--- config.mk ---
export PLATFORM = sky130hd
export DESIGN_NAME = fetch_queue
export DESIGN_NICKNAME = d
export VERILOG_FILES = /design/src/rtl/fetch_pkg.sv /design/src/rtl/fetchq_storage.sv /design/src/rtl/fetch_queue.sv
export SDC_FILE = /design/constraint.sdc
export NUM_CORES = 1
export LEC_CHECK = 0
export CAP_MARGIN = 10
export CORE_ASPECT_RATIO = 1.4
export CORE_UTILIZATION = 35
export DETAILED_ROUTE_END_ITERATION = 16
export PLACE_DENSITY_LB_ADDON = 0.15
export SLEW_MARGIN = 20
export SYNTH_ARGS = -nofsm -noshare
export SYNTH_HDL_FRONTEND = slang
export SYNTH_SLANG_ARGS = --single-unit
--- constraint.sdc ---
create_clock -name clk -period 14.95 [get_ports clk]
set_clock_uncertainty 0.2 [all_clocks]
set_input_delay 2.99 -clock clk [delete_from_list [all_inputs] [get_ports clk]]
set_output_delay 2.99 -clock clk [all_outputs]
set_load 0.02 [all_outputs]
--- src/rtl/fetch_pkg.sv ---
// rtl/fetch_pkg.sv - shared widths and the fetch packet type for the fetch queue
// Contents: XLEN, EPOCH_W, fetch_pkt_t {pc, inst, epoch, pred_taken, pred_target}.
package fetch_pkg;

    localparam int XLEN    = 32;
    localparam int EPOCH_W = 3;

    typedef struct packed {
        logic [XLEN-1:0]    pc;
        logic [XLEN-1:0]    inst;
        logic [EPOCH_W-1:0] epoch;
        logic               pred_taken;
        logic [XLEN-1:0]    pred_target;
    } fetch_pkt_t;

endpackage

--- src/rtl/fetchq_storage.sv ---
// rtl/fetchq_storage.sv - DEPTH-entry packet array, one write port, async read
// Ports: clk, rst (sync, active-high, clears all entries), wr_en/wr_addr/wr_data
// write port at the queue tail, rd_addr/rd_data combinational read at the head.
module fetchq_storage
    import fetch_pkg::*;
#(
    parameter int DEPTH = 4
) (
    input  logic                     clk,
    input  logic                     rst,
    input  logic                     wr_en,
    input  logic [$clog2(DEPTH)-1:0] wr_addr,
    input  fetch_pkt_t               wr_data,
    input  logic [$clog2(DEPTH)-1:0] rd_addr,
    output fetch_pkt_t               rd_data
);

    fetch_pkt_t mem [DEPTH];

    always_ff @(posedge clk) begin
        if (rst) begin
            for (int i = 0; i < DEPTH; i++) begin
                mem[i] <= '0;
            end
        end else if (wr_en) begin
            mem[wr_addr] <= wr_data;
        end
    end

    assign rd_data = mem[rd_addr];

endmodule

--- src/rtl/fetch_queue.sv ---
// rtl/fetch_queue.sv - epoch-filtering decoupling queue between fetch and decode
// Ports: clk, rst (sync, active-high); in_* fetch packet with in_valid/in_ready;
// redirect_valid flush pulse; dec_* head packet with dec_valid/dec_ready;
// occupancy (registered entry count); drop_count (saturating stale-drop count).
// Optional: define FETCHQ_BYPASS_EN to pass a packet straight to decode when the
// queue is empty and decode is ready in the same cycle.
module fetch_queue #(
    parameter int DEPTH      = 4,
    parameter int EPOCH_W    = fetch_pkg::EPOCH_W,
    parameter int DROP_CNT_W = 16
) (
    input  logic                     clk,
    input  logic                     rst,
    input  logic                     in_valid,
    output logic                     in_ready,
    input  logic [31:0]              in_pc,
    input  logic [31:0]              in_inst,
    input  logic [EPOCH_W-1:0]       in_epoch,
    input  logic                     in_pred_taken,
    input  logic [31:0]              in_pred_target,
    input  logic                     redirect_valid,
    output logic                     dec_valid,
    input  logic                     dec_ready,
    output logic [31:0]              dec_pc,
    output logic [31:0]              dec_inst,
    output logic [EPOCH_W-1:0]       dec_epoch,
    output logic                     dec_pred_taken,
    output logic [31:0]              dec_pred_target,
    output logic [$clog2(DEPTH):0]   occupancy,
    output logic [DROP_CNT_W-1:0]    drop_count
);

    import fetch_pkg::*;

    localparam int AW = $clog2(DEPTH);
    localparam int CW = AW + 1;

    logic [AW-1:0]         head;
    logic [AW-1:0]         tail;
    logic [CW-1:0]         count;
    logic [EPOCH_W-1:0]    cur_epoch;
    logic [DROP_CNT_W-1:0] drop_cnt;

    fetch_pkt_t in_pkt;
    fetch_pkt_t head_pkt;
    fetch_pkt_t dec_pkt;

    logic stale;
    logic empty;
    logic full;
    logic bypass;
    logic push;
    logic drop;
    logic pop;

    assign in_pkt = '{pc: in_pc, inst: in_inst, epoch: in_epoch,
                      pred_taken: in_pred_taken, pred_target: in_pred_target};

    assign stale = in_valid && (in_epoch != cur_epoch);
    assign empty = (count == '0);
    assign full  = (count == CW'(DEPTH));

    // Stale and redirect-cycle packets are always swallowed, so they never
    // wait on space. A pop does not open a slot in the same cycle.
    assign in_ready = !rst && (redirect_valid || stale || !full);

`ifdef FETCHQ_BYPASS_EN
    assign bypass = !rst && empty && !redirect_valid && in_valid && !stale && dec_ready;
`else
    assign bypass = 1'b0;
`endif

    assign push      = in_valid && in_ready && !stale && !redirect_valid && !bypass;
    assign drop      = in_valid && in_ready && (stale || redirect_valid);
    assign dec_valid = !rst && ((!empty && !redirect_valid) || bypass);
    assign pop       = dec_valid && dec_ready && !empty;

    fetchq_storage #(.DEPTH(DEPTH)) u_storage (
        .clk     (clk),
        .rst     (rst),
        .wr_en   (push),
        .wr_addr (tail),
        .wr_data (in_pkt),
        .rd_addr (head),
        .rd_data (head_pkt)
    );

    always_comb begin
        dec_pkt = '0;
        if (!rst) begin
            if (!empty) begin
                dec_pkt = head_pkt;
            end else if (bypass) begin
                dec_pkt = in_pkt;
            end
        end
    end

    assign dec_pc          = dec_pkt.pc;
    assign dec_inst        = dec_pkt.inst;
    assign dec_epoch       = dec_pkt.epoch;
    assign dec_pred_taken  = dec_pkt.pred_taken;
    assign dec_pred_target = dec_pkt.pred_target;

    assign occupancy  = rst ? '0 : count;
    assign drop_count = rst ? '0 : drop_cnt;

    always_ff @(posedge clk) begin
        if (rst) begin
            head      <= '0;
            tail      <= '0;
            count     <= '0;
            cur_epoch <= '0;
            drop_cnt  <= '0;
        end else begin
            if (drop && (drop_cnt != '1)) begin
                drop_cnt <= drop_cnt + DROP_CNT_W'(1);
            end
            if (redirect_valid) begin
                // Flush wins: everything buffered is wrong-path.
                head      <= '0;
                tail      <= '0;
                count     <= '0;
                cur_epoch <= cur_epoch + EPOCH_W'(1);
            end else begin
                if (push) begin
                    tail <= tail + AW'(1);
                end
                if (pop) begin
                    head <= head + AW'(1);
                end
                case ({push, pop})
                    2'b10:   count <= count + CW'(1);
                    2'b01:   count <= count - CW'(1);
                    default: count <= count;
                endcase
            end
        end
    end

endmodule

==> flow_metrics.py <==
metrics = {
    "placed_design": {
        "place.detailed.hpwl_mm": 26.9,
        "gp_congestion": 0.807,
        "numPortBuffers": 225,
        "dp_slack_ns": 6.17,
        "place_area_um2": 22300,
    },
    "synthesis": {
        "yosysSeqAreaShare_pct": 64.8,
        "synth.most_common_cell": "edfxtp_1",
        "yosys_warnings": 0,
        "ys_ff_latch": 428,
        "synth_edf_count": 400,
        "synthDistinctLibCells": 45,
        "yosysTopAreaCellShare_pct": 61.9,
        "ys_top_cells_by_area": "edfxtp_1, mux4_2, and2_1",
        "synth_common_cells": "edfxtp_1, and2_1, nor2b_1",
        "synth_top_flop_cell": "edfxtp_1",
        "synth.avg_cell_area_um2": 15.1,
        "ys_async_sr_fraction_pct": 0,
        "syn-num-nets": 1393,
        "synthCells": 1284,
        "synthesis.area_um2": 19400,
        "yosysTopAreaCell": "edfxtp_1",
    },
    "route": {
        "wirelength_mm": 50.0,
        "via_per_inst": 5.04,
        "vias": 11275,
        "drt_first_pass_iters": 4,
        "final_antenna_net_count": 0,
        "drc_errors": 0,
        "avgRoutedWirePerCell_um": 22.4,
        "first_iter_violations": 571,
    },
    "layout": {
        "fill_cells": 4896,
        "fin_nets": 1587,
        "syn_to_final_growth_pct": 22.4,
        "drive_gt1_share_pct": 13.3,
        "fin_area_um2": 23700,
    },
    "power_and_ir_drop": {
        "vdd.ir_drop.worst_v": 0.0000703,
        "p_per_area_nw_per_um2": 109,
        "power.total_mw": 2.58,
        "leakagePower_nw": 8.42,
    },
    "floorplan": {
        "pin_count": 226,
        "core.rowCount": 101,
        "die_w_um": 201,
        "coreArea_um2": 54500,
        "start_util_pct": 35.6,
        "die_y_um": 281,
        "die-area_um2": 56400,
    },
    "critical_path": {
        "critical_path_peak_fanout": 67,
        "setup.worst_path.start_class": "input pin",
        "crit_required_ns": 11.76,
        "arrival_ns": 5.57,
        "critPathKind": "input pin to primary output",
        "critPathCaptureType": "primary output",
    },
    "clocking": {
        "cts.sinks": 428,
        "cts.clk_slew.worst_paths_ns": 0.06,
        "postCtsSetupBuffers": 0,
        "cts.htree.levels": 2,
        "cts_resized": 0,
        "clkLatencyLatePin_ns": 0.56,
        "cts_root_buf": "clkbuf_16",
        "cts_max_path_buffers": 3,
        "cts.hold.buffers_added": 0,
        "cts_buffers": 44,
        "cts_tree": "built",
    },
    "timing": {
        "rsz0062_at_grt": "no",
        "max_freq_mhz": 114,
        "timing.setup.tns_ns": 0,
        "maxSlewHeadroom_pct": 34.3,
        "slew_violations": 0,
        "period_minus_slack_ns": 8.76,
        "worstMarginPinSlew_ns": 0.985,
        "fin_ws_ns": 6.19,
        "layout_worst_path_cycle_share_pct": 58.6,
        "hold_viol": 0,
        "setup_viol": 0,
    },
    "global_routing": {
        "grt_max_degree": 67,
        "grt_usage_pct": 17.8,
        "grt_antenna_before_repair": 3,
        "grt_pass1_vias": 11866,
        "gr-total-overflow": 0,
        "grt_pass1_wl_mm": 74.1,
    },
    "run": {
        "cap_viol_max_count": 0,
    },
    "run_status": {
        "status": "finished, final reports clean",
    },
    "worst_hold_path": {
        "hold_path_class": "flip-flop to flip-flop",
    },
}
[power breakdown]
| part | internal (mW) | switching [mW] | leakage, nW |
|---|---|---|---|
| clock | 0.626 | 0.462 | 0.674 |
| combinational | 0.0528 | 0.0751 | 3.40 |
| sequential | 1.35 | 0.0113 | 4.35 |
| total | 2.03 | 0.549 | 8.42 |
[path summary, 6_finish.rpt]
kind / to / slack, ns / startpoint / cells past startpoint
max: dec_inst[16] / 6.19 / rst / 7
min: flip-flop / 0.28 / head[1]$_SDFFE_PP0P_ / 2
max reg2reg: u_storage.mem[2][95]$_SDFFCE_PN0P_ / 10.81 / count[2]$_SDFFE_PP0P_ / 5
min reg2reg: flip-flop / 0.28 / head[1]$_SDFFE_PP0P_ / 2
[metal layers]
layer	track usage (%)	vias up	part of all wire [%]	wire length (um)
met5	0	-	0.064	32
met4	4.17	6	1.5	753
met3	3.02	53	4.4	2220
met2	31.9	255	52	26200
met1	22.2	5822	42	20800
li1	-	5139	-	-
[cell families after synthesis]
group                    count (synthesis)  synth area share, %
AO/OA/AOI/OAI                           24                0.845
XOR/XNOR                                 8                0.361
adder cells (fa/ha/maj)                  4                0.297
buffers and inverters                  110                 2.35
flip-flops                             428                 64.8
multiplexers                           113                 12.4
AND/OR/NAND/NOR                        597                 19.0
[registers in the layout (all words and copies together), names as in the netlist, named ones only]
name / count
tail: 2
u_storage.mem: 400
count: 3
head: 2
cur_epoch: 3
drop_cnt: 16
[area by class of cell]
type / count / area (um^2) / share of cell area [%]
Clock inverter: 20 / 201 / 0.848
Tap cell: 721 / 902 / 3.80
Timing Repair Buffer: 244 / 2390 / 10.1
Multi-Input combinational cell: 746 / 6420 / 27.0
Sequential cell: 428 / 12600 / 53.0
Clock buffer: 62 / 1190 / 5.01
Inverter: 14 / 52.6 / 0.221
Antenna cell: 1 / 2.50 / 0.0105
[per-stage QoR]
| step | util (%) | cells | hold slack (ns) |
|---|---|---|---|
| final | 43.6 | 2236 | 0.284 |
| after global routing | 43.6 | 2235 | 0.325 |
| after CTS | 43.6 | 2235 | 0.296 |
| after detailed placement | 41.0 | 2153 | 0.285 |
| after global placement | 41.0 | 2153 | 0.269 |
| after floorplan | - | 1284 | 0.259 |
[worst max-delay path: stages]
cell             delay [ns]
clkdlybuf4s50_1        0.45
buf_4                  0.35
nor2b_1                0.16
nor3_2                 0.22
buf_4                  0.63
nor2b_1                0.11
clkdlybuf4s50_1        0.58
[placed cells by master (no fill, tap or decap), types with 3 or more instances in the layout]
cell and n:
nor2_1 23, nand4_1 10, clkinv_2 3, clkdlybuf4s50_1 225, ha_1 3, nor4_1 5, clkbuf_16 45, edfxtp_1 400
and4_1 4, xor2_1 6, mux4_2 100, dfxtp_1 26, a21oi_1 8, bufinv_16 4, and3_1 102, inv_1 14
mux2_2 11, nor3_1 4, nand2_1 8, clkbuf_1 17, buf_4 19, o21ai_0 3, or3_1 3, and2_1 301
clkinv_1 10, nor2b_1 113, nand3_1 10
Note: power is estimated with default switching activity, not from simulation.
